--- config.mk ---
export PLATFORM = sky130hd
export DESIGN_NAME = pipe_hazard_regs
export DESIGN_NICKNAME = d
export VERILOG_FILES = /design/src/rtl/pipe_hazard_regs.sv
export SDC_FILE = /design/constraint.sdc
export NUM_CORES = 1
export LEC_CHECK = 0
export ABC_AREA = 1
export CORE_ASPECT_RATIO = 0.8
export CORE_MARGIN = 4
export CORE_UTILIZATION = 50
export DETAILED_ROUTE_END_ITERATION = 6
export GPL_TIMING_DRIVEN = 1
export PLACE_DENSITY = 0.94
export SETUP_SLACK_MARGIN = 0.2
export SLEW_MARGIN = 20
export SYNTH_ARGS = -nofsm -noshare
export SYNTH_HDL_FRONTEND = slang
export SYNTH_SLANG_ARGS = --single-unit
--- constraint.sdc ---
create_clock -name clk -period 2.6 [get_ports clk]
set_input_delay 0.52 -clock clk [delete_from_list [all_inputs] [get_ports clk]]
set_output_delay 0.52 -clock clk [all_outputs]
set_load 0.1 [all_outputs]
--- src/rtl/pipe_hazard_regs.sv ---
// pipe_hazard_regs: PC, IF/ID, ID/EX and EX/MEM control registers driven by the stall unit, with bubble counters
module pipe_hazard_regs #(
  parameter logic [31:0] RESET_PC = 32'h0000_0000,
  parameter logic [31:0] NOP_INST = 32'h0000_0013,
  parameter int          CNT_W    = 16
) (
  input  logic             clk,
  input  logic             rst,
  input  logic             en_IF,
  input  logic             en_IFID,
  input  logic             NOP_IFID,
  input  logic             NOP_IDEX,
  input  logic             pc_redirect,
  input  logic [31:0]      pc_target,
  input  logic [31:0]      inst_IF,
  input  logic             RegWrite_ID,
  input  logic             Branch_ID,
  input  logic             BranchN_ID,
  input  logic             Jump_ID,
  input  logic             MemRW_ID,
  input  logic [4:0]       Rd_addr_ID,
  output logic [31:0]      PC_out_IF,
  output logic [31:0]      PC_out_IFID,
  output logic [31:0]      inst_out_IFID,
  output logic             valid_IFID,
  output logic [31:0]      PC_out_IDEX,
  output logic             RegWrite_out_IDEX,
  output logic             Branch_out_IDEX,
  output logic             BranchN_out_IDEX,
  output logic             Jump_out_IDEX,
  output logic             MemRW_out_IDEX,
  output logic             valid_IDEX,
  output logic [4:0]       Rd_addr_out_IDEX,
  output logic             RegWrite_out_EXMem,
  output logic             Branch_out_EXMem,
  output logic             BranchN_out_EXMem,
  output logic             Jump_out_EXMem,
  output logic             valid_EXMem,
  output logic [4:0]       Rd_addr_out_EXMem,
  output logic [CNT_W-1:0] stall_cnt,
  output logic [CNT_W-1:0] flush_cnt
);
  localparam logic [CNT_W-1:0] CNT_MAX = '1;
  logic live;
  assign live = !NOP_IDEX && valid_IFID;
  always_ff @(posedge clk or negedge rst)
    if (!rst) PC_out_IF <= RESET_PC;
    else PC_out_IF <= pc_redirect ? pc_target : en_IF ? PC_out_IF + 32'd4 : PC_out_IF;
  always_ff @(posedge clk or negedge rst)
    if (!rst) begin
      PC_out_IFID   <= '0;
      inst_out_IFID <= NOP_INST;
      valid_IFID    <= 1'b0;
    end else if (NOP_IFID) begin
      PC_out_IFID   <= PC_out_IF;
      inst_out_IFID <= NOP_INST;
      valid_IFID    <= 1'b0;
    end else if (en_IFID) begin
      PC_out_IFID   <= PC_out_IF;
      inst_out_IFID <= inst_IF;
      valid_IFID    <= 1'b1;
    end
  // a bubble in IF/ID carries no real instruction, so its decoded controls are discarded
  always_ff @(posedge clk or negedge rst)
    if (!rst) begin
      PC_out_IDEX       <= '0;
      RegWrite_out_IDEX <= 1'b0;
      Branch_out_IDEX   <= 1'b0;
      BranchN_out_IDEX  <= 1'b0;
      Jump_out_IDEX     <= 1'b0;
      MemRW_out_IDEX    <= 1'b0;
      valid_IDEX        <= 1'b0;
      Rd_addr_out_IDEX  <= '0;
    end else begin
      PC_out_IDEX       <= PC_out_IFID;
      RegWrite_out_IDEX <= live && RegWrite_ID;
      Branch_out_IDEX   <= live && Branch_ID;
      BranchN_out_IDEX  <= live && BranchN_ID;
      Jump_out_IDEX     <= live && Jump_ID;
      MemRW_out_IDEX    <= live && MemRW_ID;
      valid_IDEX        <= live;
      Rd_addr_out_IDEX  <= NOP_IDEX ? 5'd0 : Rd_addr_ID;
    end
  always_ff @(posedge clk or negedge rst)
    if (!rst) begin
      RegWrite_out_EXMem <= 1'b0;
      Branch_out_EXMem   <= 1'b0;
      BranchN_out_EXMem  <= 1'b0;
      Jump_out_EXMem     <= 1'b0;
      valid_EXMem        <= 1'b0;
      Rd_addr_out_EXMem  <= '0;
    end else begin
      RegWrite_out_EXMem <= RegWrite_out_IDEX;
      Branch_out_EXMem   <= Branch_out_IDEX;
      BranchN_out_EXMem  <= BranchN_out_IDEX;
      Jump_out_EXMem     <= Jump_out_IDEX;
      valid_EXMem        <= valid_IDEX;
      Rd_addr_out_EXMem  <= Rd_addr_out_IDEX;
    end
  always_ff @(posedge clk or negedge rst)
    if (!rst) begin
      stall_cnt <= '0;
      flush_cnt <= '0;
    end else begin
      if (NOP_IDEX && stall_cnt != CNT_MAX) stall_cnt <= stall_cnt + 1'b1;
      if (NOP_IFID && flush_cnt != CNT_MAX) flush_cnt <= flush_cnt + 1'b1;
    end
endmodule
==> run summary, run 1 <==
The run finished with clean final reports. The number of nets handed over by synthesis was 949. After layout, the minimum clock period comes to 1.84 ns. The family with the most delay on the worst path is flip-flops.

The final cell utilization of the core is 0.716. The number of CTS-inserted buffers was 17; the max-cap check violation count was 0. Adding up every negative setup slack in the final design gives 0 ns. The share of cells above drive strength 1 was 0.229.

For the effective utilization at floorplan, the log shows 0.517. The floorplan step defined a die boundary enclosing 17800 um2. Synthesis produced a netlist whose cell count is 865. Type of the setup path with the least slack: reg2out. Setup repair after global routing left no endpoint under its margin. Counting distinct cell types in the post-synthesis netlist gives 31. The run gives 10900 um2 as the cell area after layout. The proportion of synthesized chip area in sequential cells was 0.579; the post-route DRC violation count was 0. Sequential cell area: 4560 um2. The logs give 0.478 for the worst slew margin relative to its limit and 542 MHz for the maximum frequency from static timing analysis. The clock transition at the register clock pins on the worst setup and hold paths after CTS works out to 0.07 ns.

For this run, the post-layout net count is 1215. Entering global routing, the biggest net connects 81 pins. The overall fraction of global-route tracks in use was 0.271; the total number of yosys warnings was 0. The cell area that synthesis handed to floorplanning was 7870 um2. The buffers plus inverters on the worst setup path is 1.

The worst min-delay path category was in2async. For the total via count after detailed routing, the log shows 7096. The average footprint of a synthesized cell was 9.10 um2; the final hold violation count was 0. TritonCTS built the clock tree. Measured along the x axis, the die boundary spans 148 um.

The total clock sinks is 182. For this run, the detailed router's first-pass iteration total came to 5. The number of max-slew violations in the final report is 0, and the number of inserted filler cells in the final layout is 1119. The wire-length estimate of the detail-placed layout is 17600 um. In this run the worst path has a maximum fanout of 7. In this run, post-CTS repair resized a total of 0 instances. In this run the vertical extent of the chip is 120 um. The tools report the reported leakage power as 5.38 nW. The count of H-tree levels built during CTS was 4; the number of top-level pins was 263. The logs give 37900 um for the global-route wire length before repair and 10300 um2 for the cell area reported after detailed placement. After detailed routing, the total wire length is 24000 um. The wire length per cell is 17.8 um, and the setup-violating endpoint count in the final report is 0. The number of DRC violations after detailed-routing iteration 0 came out at 655.

The slew at the pin closest to its max-slew limit is 0.782 ns, and the count of antenna-violating nets left after detailed routing is 0. The critical path goes through buf_4. STA puts the critical path data required time at 2.08 ns.

Using the TritonRoute via totals, the vias-per-cell ratio works out to 5.24. Number of buffers inserted for hold repair after clock tree synthesis: 0. STA classifies the critical path endpoint as an output port. The power per standard cell area is 865 nW/um2. The largest stage delay on the critical path was 0.54 ns; the last weighted congestion value of the routability-driven placer was 0.950.

The floorplan has 40 rows. Among all stages on the critical path, the largest delay is contributed by sky130_fd_sc_hd__dfrtp_1. 0 antenna diodes ended up in the layout. At the later pin of the worst-skew pair, clock insertion delay measures 0.43 ns.

Global routing finished with a remaining overflow of 0. Compared with the post-synthesis result, the final layout area differs by 38.5%. The worst ir drop on vdd is 0.000575 V, and the number of global-route vias before repair is 7038.

The share of the cycle needed by the critical path after routing is 0.709, and the count of state elements after synthesis is 182. The run gives 2 as the buffer depth of the longest clock path. Port buffering added 262 buffers. Final clock skew: 0.00910 ns. CTS placed an instance of sky130_fd_sc_hd__clkbuf_16 at the clock tree root. For the core area, the log shows 15200 um2. The critical path arrival came out at 1.32 ns. For the area occupied by multi-input gates, the log shows 2890 um2.

In this run the post-CTS setup repair buffer count came out at 0. Startpoint type of the worst setup path: a register. The number of antenna violations at the first check in global routing was 0.
synthesized netlist by cell type (all sizes together):
library cell  count  area [um2]
a21oi             2        10.0
a22o             29         254
a22oi            18         135
and2              1        6.26
buf              15        96.3
clkbuf           10        37.5
dfrtp           179        4480
dfstp             3        78.8
ha                3        37.5
inv              77         289
nand2           296        1150
nand3            53         265
nand3b            2        15.0
nand4             5        31.3
nor2             83         394
nor3              4        30.0
o211ai            2        15.0
o21ai            53         277
o221ai            2        17.5
o22a              3        26.3
xnor2             7        61.3
xor2             18         158
path summary, 6_finish.rpt:
kind | startpoint | endpoint | slack [ns] | cells after the start
max | PC_out_IF[4] | PC_out_IF[4] | 0.76 | 1
min | rst | PC_out_IDEX[10] | 0.14 | 1
max reg2reg | flush_cnt[0] | flush_cnt[4] | 0.76 | 8
min reg2reg | Rd_addr_out_IDEX[2] | Rd_addr_out_EXMem[2] | 0.39 | 0
max in group asynchronous | rst | BranchN_out_EXMem | 1.74 | 2
min in group clk | Rd_addr_out_IDEX[2] | Rd_addr_out_EXMem[2] | 0.39 | 0
routing by layer:
layer / track usage / wire length, um / vias to the layer above
met3: 0.0749 / 2300 / 47
met2: 0.425 / 11300 / 403
met1: 0.364 / 9840 / 3330
met4: 0.0987 / 652 / 0
met5: 0 / 0 / -
li1: - / - / 3316
cell usage in the layout, fill, tap and decap left out, types with 3 or more instances in the layout:
cell type                         netlist  routed
sky130_fd_sc_hd__a22o_1                29      29
sky130_fd_sc_hd__a22oi_1               18      18
sky130_fd_sc_hd__buf_12                 0       4
sky130_fd_sc_hd__buf_4                  1     188
sky130_fd_sc_hd__clkbuf_16              0      17
sky130_fd_sc_hd__clkbuf_8               0       3
sky130_fd_sc_hd__clkdlybuf4s50_1        0      79
sky130_fd_sc_hd__clkinvlp_4             0       4
sky130_fd_sc_hd__dfrtp_1              179     179
sky130_fd_sc_hd__dfstp_2                3       3
sky130_fd_sc_hd__ha_1                   3       3
sky130_fd_sc_hd__inv_1                 75      75
sky130_fd_sc_hd__inv_8                  0       3
sky130_fd_sc_hd__nand2_1              285     285
sky130_fd_sc_hd__nand2_2                8       8
sky130_fd_sc_hd__nand2_4                3       3
sky130_fd_sc_hd__nand3_1               53      53
sky130_fd_sc_hd__nand4_1                5       5
sky130_fd_sc_hd__nor2_1                66      65
sky130_fd_sc_hd__nor2_2                 9       9
sky130_fd_sc_hd__nor2_4                 8       9
sky130_fd_sc_hd__o21ai_0               52      52
sky130_fd_sc_hd__o22a_1                 3       3
sky130_fd_sc_hd__xnor2_1                7       7
sky130_fd_sc_hd__xor2_1                18      18
registers in the layout (all words and copies together) (netlist names), 5 cells and up:
signal             flops
stall_cnt             16
flush_cnt             16
PC_out_IF             32
PC_out_IDEX           32
Rd_addr_out_IDEX       5
Rd_addr_out_EXMem      5
PC_out_IFID           32
inst_out_IFID         32
per-stage QoR:
stage	setup slack, ns	hold WS (ns)	power [W]	instances
4_1_cts	0.732	0.161	0.00945	1354
2_1_floorplan	0.380	0.224	0.00597	865
5_1_grt	0.616	0.174	0.00974	1354
3_5_place_dp	0.420	0.364	0.00689	1322
3_3_place_gp	0.497	0.362	0.00684	1322
6_report	0.756	0.140	0.00942	1354
cells by family after synthesis:
group,Yosys count,share of synthesized area
AO/OA/AOI/OAI,109,0.0934
XOR/XNOR,25,0.0278
adder cells (fa/ha/maj),3,0.00477
buffers and inverters,102,0.0538
flip-flops,182,0.579
AND/OR/NAND/NOR,444,0.241
final cells by class:
type	instances	share of cell area
clock buffer	19	0.0416
clock inverter	13	0.0130
inverter	77	0.0265
multi-input combinational	581	0.266
sequential	182	0.418
tap	210	0.0241
timing repair buffer	272	0.211
power by group:
| group | total, W | internal, W | switching [W] | leakage [nW] |
|---|---|---|---|---|
| sequential | 0.00343 | 0.00312 | 0.000308 | 2.32 |
| combinational | 0.00342 | 0.000683 | 0.00274 | 2.78 |
| clock | 0.00257 | 0.00140 | 0.00117 | 0.281 |
Power figures use the tool's default switching activity.
==> run 2: changes to the inputs <==
- CORE_UTILIZATION: 50 -> 46
- PLACE_DENSITY: 0.94 -> 0.88
- clock period: 2.6 -> 1.75 ns (I/O delays scaled with it)
==> run summary, run 2 (synthesis results as in run 1) <==
The data required time of the worst path was 2.10 ns (+0.02 ns). Number of antenna violations at the first check in global routing: 0 (unchanged). CTS placed an instance of sky130_fd_sc_hd__clkbuf_16 at the clock tree root.

The tools report the last weighted congestion value of the routability-driven placer as 0.894 (-5.9%). The clock network fraction of total power was 0.253 (-0.020); the maximum frequency from static timing analysis was 622 MHz. The cell area after layout was 13900 um2 (+28%); the slew at the pin closest to its max-slew limit was 0.732 ns (-0.0502 ns). The tools report the critical path arrival as 1.96 ns (+0.64 ns). Leaving out fill and tap cells, the most frequent cells in the layout are 260 x sky130_fd_sc_hd__nand2_1, 191 x sky130_fd_sc_hd__buf_12, 118 x sky130_fd_sc_hd__dfrtp_1.

The tools report the number of global-route vias before repair as 7829 (+11%). The mean number of vias per cell was 5.72 (+9.1%); the post-layout total power was 0.0160 W (+70%). The setup-violating endpoint count in the final report came out at 0 (unchanged). The count of standard-cell rows is 42 (+5.0%), and the overall fraction of global-route tracks in use is 0.282 (+0.0116). The count of antenna-violating nets left after detailed routing was 0 (unchanged).

The logs give 182 (unchanged) for the total clock sinks and 7 (+2) for the total iterations of the first detailed-routing run. From synthesis to final layout, the design area changed by 77.1%. The post-layout net count was 1246 (+2.6%); the sequential cell area was 4710 um2 (+3.3%).

The logs give 0 (unchanged) for the max-cap check violation count and 12900 um2 (+25%) for the cell area reported after detailed placement. The post-route DRC violation count is 3 (+3). The portion of total power attributed to combinational logic is 0.407 (+0.044), and the total net switching power is 0.00671 W (+59%).

The final hold violation count is 0 (unchanged). The final setup TNS is 0 ns (unchanged), and the wire length per cell is 21.0 um (+18%). The tools report the number of max-slew violations in the final report as 0 (unchanged). The final reports fail on design-rule violations. The tools report the number of DRC violations after detailed-routing iteration 0 as 914 (+40%). Time the final worst path needs with I/O delays and setup: 1.61 ns. The worst setup path is of the reg2reg kind. The area occupied by multi-input gates is 3160 um2 (+9.2%).

The number of diodes was 0 (unchanged); the final wirelength was 29300 um (+22%). The count of H-tree levels built during CTS was 4 (unchanged); the number of CTS-inserted buffers was 17 (unchanged). The clock latency on the worst-skew pair was 0.43 ns (about the same); the effective utilization at floorplan was 0.472 (-0.0448). The x dimension of the die came out at 154 um (+4.0%). Setup repair after global routing could not meet its margin everywhere. The final worst setup slack came out at 0.143 ns (-0.614 ns). The share of cells above drive strength 1 was 0.334 (+0.105). The clock transition at the register clock pins on the worst setup and hold paths after CTS was 0.07 ns (about the same).

STA classifies the critical path endpoint as a register. The flow ran to the end, but the final reports show violations. The logs give 0.341 (-0.023) for the fraction of power consumed by sequential logic and 0.00928 W (+78%) for the internal power.

The placed wire-length estimate after detailed placement is 19900 um (+13%), and the maximum fanout encountered on the critical timing path is 6 (-1). The power per standard cell area is 1150 nW/um2 (+33%), and the pin count of the biggest net entering global routing is 52 (-36%). The worst slew margin relative to its limit is 0.511 (+0.0329), and the worst ir drop on vdd is 0.000851 V (+48%).

The worst slack at placement is -0.471 ns (-0.891 ns), and the switching fraction of total power is 0.420 (-0.0274). The final clock skew is 0.0117 ns (+0.00263 ns). The buffer depth of the longest clock path was 2 (unchanged); the final hold slack was 0.412 ns (+0.272 ns). The run gives 16700 um2 (+9.5%) as the core area. The worst setup path is launched from a register. The run gives 19300 um2 (+8.2%) as the full die area. Global-route wire length before repair: 42900 um (+13%).

The number of I/O port buffers is 262 (unchanged), and the total via count after detailed routing is 7979 (+12%). TritonCTS built the clock tree. Total congestion overflow: 0 (unchanged). The tools report the number of inserted filler cells in the final layout as 786 (-30%). The reported leakage power is 6.31 nW (+17%). Share of the cycle needed by the critical path after routing: 0.918. The worst hold path belongs to the class in2async. Leading cell type in the layout, fill and taps excluded: sky130_fd_sc_hd__nand2_1. The tools report the number of top-level pins as 263 (unchanged). The die height came out at 125 um (+4.0%).
run 2: cell types whose count changed in the layout (fill, tap and decap cells not counted), moves of 16 or more:
cell                      previous run  this run
sky130_fd_sc_hd__buf_12              4       191
sky130_fd_sc_hd__buf_4             188        24
sky130_fd_sc_hd__dfrtp_1           179       118
sky130_fd_sc_hd__dfrtp_2             0        31
sky130_fd_sc_hd__dfrtp_4             0        30
sky130_fd_sc_hd__nand2_1           285       260
sky130_fd_sc_hd__nand2_2             8        24
run 2: worst max-delay path, cell delays in order (launching register included):
cell                      delay (ns)
sky130_fd_sc_hd__dfrtp_4        0.48
sky130_fd_sc_hd__nand2_1        0.15
sky130_fd_sc_hd__nor2_4         0.19
sky130_fd_sc_hd__nand2_1        0.14
sky130_fd_sc_hd__nor2_4         0.23
sky130_fd_sc_hd__nand2_1        0.10
sky130_fd_sc_hd__nand2_1        0.07
sky130_fd_sc_hd__nand3_1        0.09
sky130_fd_sc_hd__nand2_1        0.08
run 2: metal layers:
layer / up-vias / share of wire / global-route usage
li1: 3369 / - / -
met1: 3839 / 0.35 / 0.340
met2: 619 / 0.50 / 0.485
met3: 152 / 0.10 / 0.0753
met4: 0 / 0.045 / 0.110
met5: - / 0 / 0
run 2: power groups by stage:
stage          combinational (W)  sequential, W  clock, W
6_report                 0.00650        0.00545   0.00404
5_1_grt                  0.00667        0.00551   0.00428
4_1_cts                  0.00636        0.00544   0.00407
3_5_place_dp             0.00630        0.00551         0
3_3_place_gp             0.00619        0.00548         0
2_1_floorplan           0.000687        0.00834         0
run 2: worst paths after layout:
kind	start	endpoint	slack, ns	cells after the start
min in group clk	Jump_ID	Jump_out_IDEX	0.45	3
max in group asynchronous	rst	flush_cnt[2]	0.66	3
max	PC_out_IF[13]	PC_out_IF[22]	0.14	8
max reg2reg	PC_out_IF[13]	PC_out_IF[22]	0.14	8
min	rst	PC_out_IDEX[28]	0.41	2
min reg2reg	RegWrite_out_IDEX	RegWrite_out_EXMem	0.45	0
run 2: area by class of cell:
class                           instances  share of cell area
Timing Repair Buffer                  300               0.349
Clock inverter                         13              0.0122
Tap cell                              220              0.0198
Sequential cell                       182               0.338
Timing Repair inverter                  1            0.000629
Inverter                               77              0.0216
Multi-Input combinational cell        583               0.227
Clock buffer                           19              0.0318
run 2: repair_timing:
action / in CTS / in global routing
gates resized for setup: 3 / 56
endpoints found under the hold margin: 34 / 0
cloned: 0 / 3
endpoints found under the setup margin: 50 / 52
buffers inserted: 10 / 11
pin swaps: 5 / 22
hold buffers: 1 / 0
run 2: metrics by stage:
step,cells,util
floorplan,865,-
global placement,1338,0.774
detailed placement,1338,0.774
CTS,1381,0.819
global route,1395,0.836
finish,1395,0.836
==> run 3: changes to the inputs <==
- SLEW_MARGIN: 20 -> unset
==> results of run 3 <==
Same layout as run 2: the final DEF is identical, and so are final timing and power.
